## src/rtl/rx_pkg.sv

```systemverilog
// Shared types and defaults for the UART RX flow controller.
package rx_pkg;

    localparam int unsigned DEF_DEPTH       = 16;
    localparam int unsigned DEF_HI_MARK     = 12;
    localparam int unsigned DEF_LO_MARK     = 4;
    localparam int unsigned DEF_SYNC_STAGES = 2;

    typedef enum logic [1:0] {
        IDLE  = 2'd0,
        WRITE = 2'd1,
        DROP  = 2'd2
    } wr_state_e;

    // Width of an occupancy counter able to hold 0..depth inclusive.
    function automatic int unsigned CNT_W(input int unsigned depth);
        return $clog2(depth + 1);
    endfunction

endpackage

```

## src/rtl/rx_flow_ctl_if.sv

```systemverilog
// Host/FIFO/receiver-facing signal bundle of the RX flow controller.
interface rx_flow_ctl_if
    import rx_pkg::*;
#(
    parameter int unsigned DEPTH = DEF_DEPTH
);
    localparam int unsigned CW = CNT_W(DEPTH);

    logic          en;
    logic          rx_rdy;
    logic [7:0]    rx_data;
    logic          rd_req;
    logic          clr_ovr;
    logic          fifo_full;
    logic          fifo_empty;
    logic          fifo_wr;
    logic [7:0]    fifo_din;
    logic          fifo_rd;
    logic          dout_valid;
    logic          rts;
    logic          overrun;
    logic [CW-1:0] count;

    // Controller side.
    modport master (
        input  en, rx_rdy, rx_data, rd_req, clr_ovr, fifo_full, fifo_empty,
        output fifo_wr, fifo_din, fifo_rd, dout_valid, rts, overrun, count
    );

    // Environment side: receiver, host and FIFO.
    modport slave (
        output en, rx_rdy, rx_data, rd_req, clr_ovr, fifo_full, fifo_empty,
        input  fifo_wr, fifo_din, fifo_rd, dout_valid, rts, overrun, count
    );

endinterface

```

## src/rtl/rx_flow_ctl_sync_edge.sv

```systemverilog
// Multi-flop synchronizer with a registered rising-edge pulse on the synchronized level.
module sync_edge #(
    parameter int unsigned STAGES = 2
) (
    input  logic clk,
    input  logic rst,
    input  logic d,
    output logic pulse
);

    logic [STAGES-1:0] sync_q;
    logic [STAGES-1:0] fill_q;
    logic              prev_q;

    // prev_q stays 1 until the chain holds real samples, so a level already
    // high at reset release is not mistaken for a rising edge.
    always_ff @(posedge clk or posedge rst) begin
        if (rst) begin
            sync_q <= '0;
            fill_q <= '0;
            prev_q <= 1'b1;
            pulse  <= 1'b0;
        end else begin
            sync_q <= {sync_q[STAGES-2:0], d};
            fill_q <= {fill_q[STAGES-2:0], 1'b1};
            prev_q <= sync_q[STAGES-1] | ~fill_q[STAGES-1];
            pulse  <= sync_q[STAGES-1] & ~prev_q;
        end
    end

endmodule

```

## src/rtl/rx_flow_ctl.sv

```systemverilog
// UART RX flow controller: byte capture and FIFO write sequencing, read gating,
// occupancy tracking with rts watermark hysteresis, and a sticky overrun flag.
module rx_flow_ctl
    import rx_pkg::*;
#(
    parameter int unsigned DEPTH       = DEF_DEPTH,
    parameter int unsigned HI_MARK     = DEF_HI_MARK,
    parameter int unsigned LO_MARK     = DEF_LO_MARK,
    parameter int unsigned SYNC_STAGES = DEF_SYNC_STAGES
) (
    input  logic          clk,
    input  logic          rst,
    rx_flow_ctl_if.master bus
);

    localparam int unsigned CW = CNT_W(DEPTH);

    wr_state_e     state_q;
    wr_state_e     state_d;
    logic          new_byte;
    logic          wr_c;
    logic          drop_c;
    logic          rd_c;
    logic [7:0]    hold_q;
    logic          dout_valid_q;
    logic          rts_q;
    logic          ovr_q;
    logic [CW-1:0] count_q;

    sync_edge #(.STAGES(SYNC_STAGES)) u_sync (
        .clk   (clk),
        .rst   (rst),
        .d     (bus.rx_rdy),
        .pulse (new_byte)
    );

    always_ff @(posedge clk or posedge rst) begin
        if (rst) state_q <= IDLE;
        else     state_q <= state_d;
    end

    // new_byte pulses are at least two cycles apart, so only IDLE needs to see them.
    always_comb begin
        state_d = state_q;
        case (state_q)
            IDLE: begin
                if (new_byte && bus.en) state_d = bus.fifo_full ? DROP : WRITE;
            end
            WRITE:   state_d = IDLE;
            DROP:    state_d = IDLE;
            default: state_d = IDLE;
        endcase
    end

    always_comb begin
        wr_c   = 1'b0;
        drop_c = 1'b0;
        case (state_q)
            WRITE:   wr_c   = 1'b1;
            DROP:    drop_c = 1'b1;
            default: ;
        endcase
    end

    assign rd_c = bus.rd_req & ~bus.fifo_empty;

    always_ff @(posedge clk or posedge rst) begin
        if (rst) begin
            hold_q       <= '0;
            dout_valid_q <= 1'b0;
            count_q      <= '0;
            rts_q        <= 1'b1;
            ovr_q        <= 1'b0;
        end else begin
            if (new_byte && bus.en) hold_q <= bus.rx_data;
            dout_valid_q <= rd_c;

            // Simultaneous write and read leave occupancy unchanged.
            case ({wr_c, rd_c})
                2'b10:   if (count_q != CW'(DEPTH)) count_q <= count_q + CW'(1);
                2'b01:   if (count_q != '0)         count_q <= count_q - CW'(1);
                default: ;
            endcase

            if (count_q >= CW'(HI_MARK))      rts_q <= 1'b0;
            else if (count_q <= CW'(LO_MARK)) rts_q <= 1'b1;

            if (drop_c)           ovr_q <= 1'b1;
            else if (bus.clr_ovr) ovr_q <= 1'b0;
        end
    end

    assign bus.fifo_wr    = wr_c;
    assign bus.fifo_din   = hold_q;
    assign bus.fifo_rd    = rd_c;
    assign bus.dout_valid = dout_valid_q;
    assign bus.rts        = rts_q & bus.en;
    assign bus.overrun    = ovr_q;
    assign bus.count      = count_q;

endmodule

```

## src/flat_wrapper.sv

```systemverilog
// flat-port wrapper written by rule: the top's interface ports become plain ports
module rx_flow_ctl_flat import rx_pkg::*;
#(
    parameter int unsigned DEPTH       = DEF_DEPTH,
    parameter int unsigned HI_MARK     = DEF_HI_MARK,
    parameter int unsigned LO_MARK     = DEF_LO_MARK,
    parameter int unsigned SYNC_STAGES = DEF_SYNC_STAGES
)
  (clk, rst, bus_en, bus_rx_rdy, bus_rx_data, bus_rd_req, bus_clr_ovr, bus_fifo_full, bus_fifo_empty, bus_fifo_wr, bus_fifo_din, bus_fifo_rd, bus_dout_valid, bus_rts, bus_overrun, bus_count);
  rx_flow_ctl_if #(.DEPTH(DEPTH)) bus_i ();
  input  logic clk;
  input  logic rst;
  input wire logic [$bits(bus_i.en)-1:0] bus_en;
  input wire logic [$bits(bus_i.rx_rdy)-1:0] bus_rx_rdy;
  input wire logic [$bits(bus_i.rx_data)-1:0] bus_rx_data;
  input wire logic [$bits(bus_i.rd_req)-1:0] bus_rd_req;
  input wire logic [$bits(bus_i.clr_ovr)-1:0] bus_clr_ovr;
  input wire logic [$bits(bus_i.fifo_full)-1:0] bus_fifo_full;
  input wire logic [$bits(bus_i.fifo_empty)-1:0] bus_fifo_empty;
  output wire logic [$bits(bus_i.fifo_wr)-1:0] bus_fifo_wr;
  output wire logic [$bits(bus_i.fifo_din)-1:0] bus_fifo_din;
  output wire logic [$bits(bus_i.fifo_rd)-1:0] bus_fifo_rd;
  output wire logic [$bits(bus_i.dout_valid)-1:0] bus_dout_valid;
  output wire logic [$bits(bus_i.rts)-1:0] bus_rts;
  output wire logic [$bits(bus_i.overrun)-1:0] bus_overrun;
  output wire logic [$bits(bus_i.count)-1:0] bus_count;
  assign bus_i.en = bus_en;
  assign bus_i.rx_rdy = bus_rx_rdy;
  assign bus_i.rx_data = bus_rx_data;
  assign bus_i.rd_req = bus_rd_req;
  assign bus_i.clr_ovr = bus_clr_ovr;
  assign bus_i.fifo_full = bus_fifo_full;
  assign bus_i.fifo_empty = bus_fifo_empty;
  assign bus_fifo_wr = bus_i.fifo_wr;
  assign bus_fifo_din = bus_i.fifo_din;
  assign bus_fifo_rd = bus_i.fifo_rd;
  assign bus_dout_valid = bus_i.dout_valid;
  assign bus_rts = bus_i.rts;
  assign bus_overrun = bus_i.overrun;
  assign bus_count = bus_i.count;
  rx_flow_ctl #(.DEPTH(DEPTH), .HI_MARK(HI_MARK), .LO_MARK(LO_MARK), .SYNC_STAGES(SYNC_STAGES)) u_core (.clk(clk), .rst(rst), .bus(bus_i));
endmodule
```

## config.mk

```make
export PLATFORM = sky130hd
export DESIGN_NAME = rx_flow_ctl_flat
export DESIGN_NICKNAME = d
export VERILOG_FILES = /design/src/rtl/rx_pkg.sv /design/src/rtl/rx_flow_ctl_if.sv /design/src/rtl/rx_flow_ctl_sync_edge.sv /design/src/rtl/rx_flow_ctl.sv /design/src/flat_wrapper.sv
export SDC_FILE = /design/constraint.sdc
export NUM_CORES = 1
export LEC_CHECK = 0
export BUFFER_PORTS_ARGS = -buffer_cell sky130_fd_sc_hd__buf_4
export CORE_MARGIN = 1.5
export CORE_UTILIZATION = 44
export CTS_CLUSTER_DIAMETER = 30
export DETAILED_ROUTE_END_ITERATION = 10
export GPL_ROUTABILITY_DRIVEN = 0
export PLACE_DENSITY_LB_ADDON = 0.25
export SETUP_SLACK_MARGIN = 0.5
export SLEW_MARGIN = 10
export SYNTH_ARGS = -nofsm -noshare
export SYNTH_HDL_FRONTEND = slang
export SYNTH_SLANG_ARGS = --single-unit
export TNS_END_PERCENT = 5
```

## constraint.sdc

```tcl
create_clock -name clk -period 1.87 [get_ports clk]
set_clock_uncertainty 0.05 [all_clocks]
set_input_delay 0.0935 -clock clk [delete_from_list [all_inputs] [get_ports clk]]
set_output_delay 0.0935 -clock clk [all_outputs]
set_load 0.01 [all_outputs]
```

* Yosys cells after proc, flatten, opt, wreduce, memory -nomap -nowiden
Index checks and enable logic that the tools add are counted.
W data, S select, Z words.
** Cells by class
- Eq/ne operators :: 8
- Muxes and demuxes :: 12
- Reductions and logical operators :: 7
- Add/subtract/negate cells :: 2
- Bitwise gates (word level) :: 7
- Order comparisons :: 2
** Operators with widths (count)
- $mux W5 :: 2
- $pmux W5 S2 :: 1
- $mux W1 :: 6
- $mux W2 :: 3
- $ne A2 B1 Y1 const B :: 3
- $reduce_bool A2 Y1 :: 3
- $add A5 B1 Y5 const B :: 1
- $ge A5 B4 Y1 const B :: 1
- $le A5 B3 Y1 const B :: 1
- $ne A5 B5 Y1 const B :: 1
- $reduce_bool A5 Y1 :: 1
- $sub A5 B1 Y5 const B :: 1
- $eq A2 B1 Y1 const B :: 2
- $eq A2 B2 Y1 const B :: 2
- $and A1 B1 Y1 :: 3
- $not A1 Y1 :: 3
- $reduce_and A3 Y1 :: 1
- $logic_not A2 Y1 :: 1
- $logic_and A1 B1 Y1 :: 1
- $or A1 B1 Y1 :: 1
** Word-level totals
- Output and inout bits :: 18
- Input port bits :: 16
- Word-level logic and storage cells :: 48
- Register bits after elaboration :: 24

* Depth between registers and ports, before layout
Gate-level depths: netlist of the first run.
- Depth after elaboration :: 5
- Depth in mapped cells :: 9
- Gate-level depth less buffers :: 9

* Hierarchy
A second synthesis of the first run with hierarchy kept.
** Second synthesis, totals
- Cell total of the unflattened synthesis :: 89
- Area total of the unflattened synthesis :: 1116.1 um^2
** By module, submodules not included
- rx_flow_ctl :: cells an instance 79, times used 1, seq. area each 451.7 um^2, area each 937.1 um^2
- sync_edge :: cells an instance 10, times used 1, seq. area each 151.4 um^2, area each 178.9 um^2

* Worst setup path after synthesis of the first run
No wires, ideal clock.
- Path type :: reg2reg
- From :: register u_core.state_q[1]
- To :: register u_core.count_q[4] (netlist: u_core.bus.count[4])
- Stages on the path, launching flop included :: 10
- Arrival :: 1700 ps
- Setup time :: 127 ps
- Path slack :: -7 ps
- Data required time :: 1693 ps
- Period minus slack after synthesis :: 1877 ps
- Buffers on the path :: 0
- Path through :: dfrtp_1 > nand2b_4 > inv_4 > nor2_1 > xor2_1 > ha_1 > o31a_1 > nor4_1 > o22ai_1 > xnor2_1
** On the way
- Longest elaborated chain between the ends :: 5
- Elaborated cells between the ends (all ways) :: 9
- Those cells by class :: eq/ne (5); mux (2); reduce/logical (2)
** RTL lines
- from (decl) :: line rx_flow_ctl.sv:18 : wr_state_e state_q;
- from (signal assigned) :: line rx_flow_ctl.sv:39 : else state_q <= state_d;
- $eq A2 B1 Y1 (*) :: line rx_flow_ctl.sv:58 : case (state_q)
- $mux W1 (*) :: line rx_flow_ctl.sv:58
- named net bus_fifo_wr :: line flat_wrapper.sv:20 : output wire logic [$bits(bus_i.fifo_wr)-1:0] bus_fifo_wr;
- $eq A2 B1 Y1 / $eq A2 B2 Y1 (equally long branches) :: line rx_flow_ctl.sv:79 : case ({wr_c, rd_c})
- $ne A2 B1 Y1 (no source line) / $reduce_bool A2 Y1 (equally long branches)
- $reduce_and A3 Y1 (no source line)
- to (signal assigned) :: line rx_flow_ctl.sv:80 : 2'b10: if (count_q != CW'(DEPTH)) count_q <= count_q + CW'(1);
- to (signal assigned) :: line rx_flow_ctl.sv:81 : 2'b01: if (count_q != '0) count_q <= count_q - CW'(1);
- to (decl) :: line rx_flow_ctl.sv:28 : logic [CW-1:0] count_q;
Mark *: on every way through the listed nets, which the timed path passes. The rest lies on a longest branch.
A chain may end at the register's enable or synchronous reset.

* Worst setup path after layout of the first run
- From :: register u_core.state_q[1]
- To :: register u_core.count_q[4] (netlist: u_core.bus.count[4])
** On the way
- Longest elaborated chain between the ends :: 5
- Elaborated cells between the ends (all ways) :: 9
- Those cells by class :: eq/ne (5); mux (2); reduce/logical (2)
** RTL lines (line)
- $eq A2 B1 Y1 (*) :: rx_flow_ctl.sv:58
- $mux W1 (*) :: rx_flow_ctl.sv:58
- $eq A2 B1 Y1 / $eq A2 B2 Y1 (equally long branches) :: rx_flow_ctl.sv:79
- $ne A2 B1 Y1 (no source line) / $reduce_bool A2 Y1 (equally long branches)
- $reduce_and A3 Y1 (no source line)
Every way passes the cells marked *; elsewhere a longest branch is shown, timed or not.

==> results of run 1 <==
-- kinds of logic after synthesis --
family / synth area share (%)
xor+xnor: 3.28
flops: 56.5
buf+inv: 4.46
fa+ha+maj: 2.34
simple gates: 10.9
mux: 9.85
compound gates: 12.3
other cells: 0.351
-- power breakdown --
part | internal [uW] | leakage [uW] | switching, uW
Sequential | 635 | 0.000288 | 145
Combinational | 381 | 0.000405 | 295
Clock | 119 | 0.0000210 | 152
-- state kept, by name, summed over array words and instances (netlist names) --
register / flops
u_core.rts_q: 1
u_core.bus.overrun: 1
u_core.bus.fifo_din: 8
u_core.bus.dout_valid: 1
u_core.u_sync.fill_q: 2
u_core.state_q: 2
u_core.u_sync.sync_q: 2
u_core.bus.count: 5
u_core.u_sync.prev_q: 1
u_core.u_sync.pulse: 1
-- path summary, 6_finish.rpt --
check                                                to  slack (ps)                    start
max in group asynchronous           u_core.bus.count[0]         860                      rst
worst max register to register      u_core.bus.count[4]         -40        u_core.state_q[1]
worst min-delay path              u_core.bus.dout_valid         250               bus_rd_req
min in group asynchronous       u_core.u_sync.sync_q[1]         340                      rst
worst min register to register  u_core.u_sync.fill_q[1]         320  u_core.u_sync.fill_q[0]
worst max-delay path                u_core.bus.count[4]         -40        u_core.state_q[1]
-- critical path, stage by stage, from the launching register on --
cell      delay, ps
dfrtp_1         400
nand2b_4        160
inv_6            90
nor2_4           50
xor2_2          150
ha_2            210
o31a_1          260
nor4_2          170
o22ai_1         130
xnor2_1         140
-- per-layer routing --
| layer | global-route usage, % | part of all wire [%] | vias up |
|---|---|---|---|
| met1 | 21.6 | 43 | 412 |
| met2 | 32.1 | 49 | 34 |
| li1 | - | - | 393 |
| met3 | 4.29 | 7.0 | 2 |
| met5 | 0 | 0 | - |
| met4 | 6.41 | 1.2 | 0 |
-- metrics by stage --
step / cell area [um2] / util (%) / power [uW]
2_1_floorplan: 1070 / - / 1170
3_3_place_gp: 1360 / 60.5 / 1390
3_5_place_dp: 1360 / 60.5 / 1420
4_1_cts: 1530 / 67.9 / 1720
5_1_grt: 1570 / 69.5 / 1840
6_report: 1570 / 69.5 / 1730
-- cell type report --
class / instances / area share, %
sequential: 24 / 38.5
inverter: 7 / 2.00
multi-input combinational: 47 / 28.6
clock buffer: 4 / 2.31
timing repair buffer: 51 / 26.3
tap: 28 / 2.23
-- cell usage in the layout, fill, tap and decap left out, types with 2 or more instances in the layout --
cell type,n
a211oi_4,2
dlygate4sd3_1,12
xnor2_1,3
dfrtp_1,21
inv_1,6
dfstp_2,2
buf_4,39
clkbuf_4,3
a31oi_1,2
mux2_2,8
o22ai_1,3
nor4_1,2
-- what timing repair did --
| item | CTS | global route |
|---|---|---|
| buffers inserted | 1 | 1 |
| hold buffers | 12 | 0 |
| gates resized for setup | 1 | 6 |
| hold endpoints to repair | 26 | 0 |
| pin swaps | 2 | 3 |
| setup endpoints to repair | 5 | 5 |
==> metrics.md, run 1 <==
| Metric | Value |
|---|---|
| Outcome | `finished with violations` |
| Violated checks | `setup timing` |
| Worst Setup End Kind | `register` |
| Crit start category | `register` |
| Worst hold slack | `248 ps` |
| Hold path cells | `3` |
| Max FO, Critical Path | `5` |
| LEAKAGE | `0.000714 uW` |
| Detailed Route WL | `2190 um` |
| IO Pins | `34` |
| FF+latch area | `604 um2` |
| Critical setup path kind | `reg2reg` |
| Period minus WS final | `1910 ps` |
| Min-delay worst type | `in2reg` |
| P&R area growth vs syn | `46.9%` |
| Multi-input gate area | `448 um2` |
| Syn Inst Count | `80` |
| FFs w/ async S/R, synth | `100%` |
| Port bufs | `33` |
| Number of synthesized register bits | `24` |
| Vias in the first global route | `802` |
| Cell row count | `17` |
| # clock sinks | `24` |
| Maximum VDD drop | `666 uV` |
| Tightest Pin Transition | `612 ps` |
| Distinct cells, synth | `38` |
| # placed instances | `143` |
| First-pass GRT wire length | `3530 um` |
| Die width | `52.3 um` |
| RSZ-0062 raised after global routing | `yes` |
| Post-synth EDFFs | `0` |
| Final Hold Viols | `0` |
| Total GRT Usage | `18.2%` |
| CTS buffer count | `3` |
| Setup TNS | `-44.0 ps` |
| Core ar. | `2250 um2` |
| Register area share after synthesis | `56.5%` |
| Die Ht | `52.3 um` |
| Clock transition at the registers of the reported paths | `120 ps` |
| Root buffer cell | `clkbuf_4` |
| Slew headroom | `59.1%` |
| Final period util | `102%` |
| Yosys warnings | `0` |
| First-pass iteration count of the detailed router | `4` |
| Longest Clk Path Bufs | `2` |
| Most common cell in the synthesized netlist | `dfrtp_1` |
| Antenna-violating nets left | `0` |
| Max-Cap Viols | `0` |
| Initial core utilization | `47.3%` |
| Main flop type after synthesis | `dfrtp_1` |
| CTS tree | `done` |
| Fillcell total | `176` |
| Final setup viols | `1` |
| Grt ovf | `0` |
| Die ar. | `2730 um2` |
| Pin count of the biggest net entering global routing | `18` |
| Worst endpoint required time | `2030 ps` |
| Vias | `841` |
| HPWL Detailed | `1540 um` |
| Max Fclk | `0.522 GHz` |
| Avg WL per Cell | `13.6 um` |
| DRC viols | `0` |
| # diodes | `0` |
| Share of cells above drive strength 1 | `50.4%` |
| Place WS | `-48.1 ps` |
| Worst-case reg-to-reg path depth | `9` |
| Pwr per Cell Area | `1100 nW/um2` |
| Initial antenna violation count | `0` |
| Synth Cell Area | `1070 um2` |
| Final worst slack | `-44.0 ps` |
| Largest cells by area after synthesis | `dfrtp_1, mux2_2, dfstp_2, xnor2_1, ha_1` |
| Worst path arrival time | `2080 ps` |
| Cell Count, Final, Fillers Out | `161` |
| Yosys top cell by area | `dfrtp_1` |
| DRT iter0 DRCs | `18` |
| Synth top area share | `51.6%` |
| Vias per cell | `5.22` |
| Synthesized Nets | `98` |
| Most frequent cells after synthesis | `dfrtp_1, mux2_2, inv_1` |
| Synthesized area per cell | `13.3 um2` |
| Final net count | `152` |
| Worst-skew pair later-pin latency | `320 ps` |
| Htree depth | `1` |
| Slew Limit Fails | `0` |
Note: power is estimated with default switching activity, not from simulation.
==> run 2, diff against run 1 <==
- PLACE_DENSITY: not set -> 0.79
- PLACE_DENSITY_LB_ADDON: 0.25 -> not set
- TNS_END_PERCENT: 5 -> not set
==> run 2 against run 1 <==
Compared with the run above:
- the flow still finishes with violations (setup timing)
- utilization up 9.7 points
- largest cell class unchanged
- highest routed layer unchanged
- critical endpoint unchanged
- final area up 14%
- critical path depth up 1
- sequential cell count unchanged
- clock power up 39%
- combinational power up 37%
- sequential power down 1%
- largest power group is now combinational cells
==> metrics.md, run 2 (same netlist as run 1, synthesis figures left out) <==
| Metric | Value |
|---|---|
| CTS buffer count | `3 (unchanged)` |
| Commonest non-fill, non-tap cells in the layout | `buf_4, dfrtp_1, dlygate4sd3_1` |
| Place WS | `9.42 ps (+57.5 ps)` |
| R2r startpoint | `u_core.state_q[0]` |
| Initial core utilization | `47.3% (unchanged)` |
| Total GRT Usage | `26.1% (+7.9 points)` |
| Period minus WS final | `1980 ps (+61.5 ps)` |
| HPWL Detailed | `1590 um (+3.4%)` |
| Final net count | `169 (+11%)` |
| # clock sinks | `24 (unchanged)` |
| Slew headroom | `57.1% (-2.1 points)` |
| Crit start category | `register` |
| Vias | `924 (+9.9%)` |
| Max Fclk | `0.506 GHz (-3.1%)` |
| Core ar. | `2250 um2 (unchanged)` |
| Crit-path cells | `nand2b_4 -> inv_6 -> nor2_4 -> xor2_2 -> ha_2 -> buf_4 -> a31oi_1 -> a21oi_1 -> o22ai_1 -> xnor2_1` |
| Vias per cell | `5.19 (-0.62%)` |
| Detailed Route WL | `3330 um (+52%)` |
| Worst path arrival time | `2150 ps (+70 ps)` |
| Critical-path top delay cell | `dfrtp_1` |
| Min-delay worst type | `in2reg` |
| # placed instances | `144 (+0.70%)` |
| Port bufs | `33 (unchanged)` |
| Hold path cells | `5 (+2)` |
| LEAKAGE | `0.000834 uW (+17%)` |
| Hold Crit Start | `bus_rd_req` |
| Final worst slack | `-105 ps (-61.5 ps)` |
| Maximum VDD drop | `880 uV (+32%)` |
| IO Pins | `34 (unchanged)` |
| Worst endpoint required time | `2050 ps (+20 ps)` |
| Violated checks | `setup timing` |
| Max FO, Critical Path | `3 (-2)` |
| DRT iter0 DRCs | `18 (unchanged)` |
| First-pass GRT wire length | `4930 um (+40%)` |
| Cell Count, Final, Fillers Out | `178 (+11%)` |
| Final period util | `106% (+3.3 points)` |
| DRC viols | `0 (unchanged)` |
| Max reg flops | `8 (unchanged)` |
| Worst-case reg-to-reg path depth | `10 (+1)` |
| Worst Setup End Kind | `register` |
| Max incr delay on CP | `440 ps (+40 ps)` |
| Share of cells above drive strength 1 | `61.3% (+11 points)` |
| Avg WL per Cell | `18.7 um (+38%)` |
| Slew Limit Fails | `0 (unchanged)` |
| Cell row count | `17 (unchanged)` |
| Longest Clk Path Bufs | `2 (unchanged)` |
| Die ar. | `2730 um2 (unchanged)` |
| Commonest non-fill, non-tap cell in the layout | `buf_4` |
| Die Ht | `52.3 um (unchanged)` |
| Final Hold Viols | `0 (unchanged)` |
| P&R area growth vs syn | `67.4%` |
| Vias in the first global route | `973 (+21%)` |
| Htree depth | `1 (unchanged)` |
| Root buffer cell | `clkbuf_4` |
| Worst Hold Path EP | `u_core.bus.count[2]` |
| Crit Reg-Reg Endpoint | `u_core.bus.count[4]` |
| Critical setup path kind | `reg2reg` |
| Pwr per Cell Area | `1160 nW/um2 (+5.6%)` |
| Tightest Pin Transition | `643 ps (+31.0 ps)` |
| RSZ-0062 raised after global routing | `yes` |
| First-pass iteration count of the detailed router | `4 (unchanged)` |
| Max-Cap Viols | `0 (unchanged)` |
| CTS tree | `done` |
| Pin count of the biggest net entering global routing | `18 (unchanged)` |
| Initial antenna violation count | `0 (unchanged)` |
| Worst-skew pair later-pin latency | `330 ps (about the same)` |
| Grt ovf | `0 (unchanged)` |
| Die width | `52.3 um (unchanged)` |
| Outcome | `finished with violations` |
| Antenna-violating nets left | `0 (unchanged)` |
| Fillcell total | `126 (-28%)` |
| Final setup viols | `2 (+1)` |
| R2r setup slk | `-110 ps (-60 ps)` |
| Clock transition at the registers of the reported paths | `140 ps (+20 ps)` |
| # diodes | `0 (unchanged)` |
==> run 2: cell count changes in the layout (fill, tap and decap cells not counted), sizes merged <==
cell / before / now
buf: 39 / 56
bufinv: 0 / 1
clkbuf: 4 / 3
==> run 2: area by class of cell <==
class,instances,area [um2],share of cell area [%]
Sequential cell,24,606,33.9
Clock buffer,3,22.5,1.26
Timing Repair Buffer,68,556,31.1
Multi-Input combinational cell,47,507,28.4
Clock inverter,1,30.0,1.68
Tap cell,28,35.0,1.96
Inverter,7,31.3,1.75
==> run 2: timing repair <==
action | CTS | global route
setup buffers | 14 | 4
hold buffers | 12 | 0
hold endpoints to repair | 25 | 0
pin swaps | 3 | 6
endpoints found under the setup margin | 5 | 6
gates resized for setup | 6 | 12
==> run 2: how the worst max path moves through the flow <==
| stage | cells past startpoint | to | from |
|---|---|---|---|
| detailed placement | 9 | u_core.bus.count[4] | u_core.state_q[1] |
| floorplan | 9 | u_core.bus.count[4] | u_core.state_q[1] |
| global route | 10 | u_core.bus.count[4] | u_core.state_q[0] |
| CTS | 9 | u_core.bus.count[4] | u_core.state_q[1] |
| finish | 10 | u_core.bus.count[4] | u_core.state_q[0] |
| global placement | 9 | u_core.bus.count[4] | u_core.state_q[1] |
==> run 2: metal layers <==
metal | vias to the layer above | routed length [um] | track usage (%)
met5 | - | 0 | 0
met4 | 0 | 88 | 13.2
met3 | 8 | 137 | 6.29
met2 | 26 | 1800 | 46.0
met1 | 466 | 1300 | 29.1
li1 | 424 | - | -
==> run 2: critical path, delay by kind of cell, from the launching register on <==
kind / cells / cell delay, ps
simple gates: 2 / 240
flops: 1 / 440
xor+xnor: 2 / 300
compound gates: 3 / 460
fa+ha+maj: 1 / 220
buf+inv: 2 / 150
==> run 2: stage by stage <==
stage	util (%)	cell area [um2]	hold slack (ps)	total power, uW	TNS [ps]
global placement	61.3	1380	147	1400	0
detailed placement	61.3	1380	156	1430	0
CTS	74.6	1680	230	1930	0
floorplan	-	1080	56.6	1180	0
global route	79.2	1790	274	2190	-216
finish	79.2	1790	282	2080	-114
==> run 2: power by group <==
| part | switching, uW | total [uW] | internal, uW |
|---|---|---|---|
| sequential | 134 | 772 | 638 |
| combinational | 412 | 928 | 516 |
| clock | 161 | 378 | 217 |
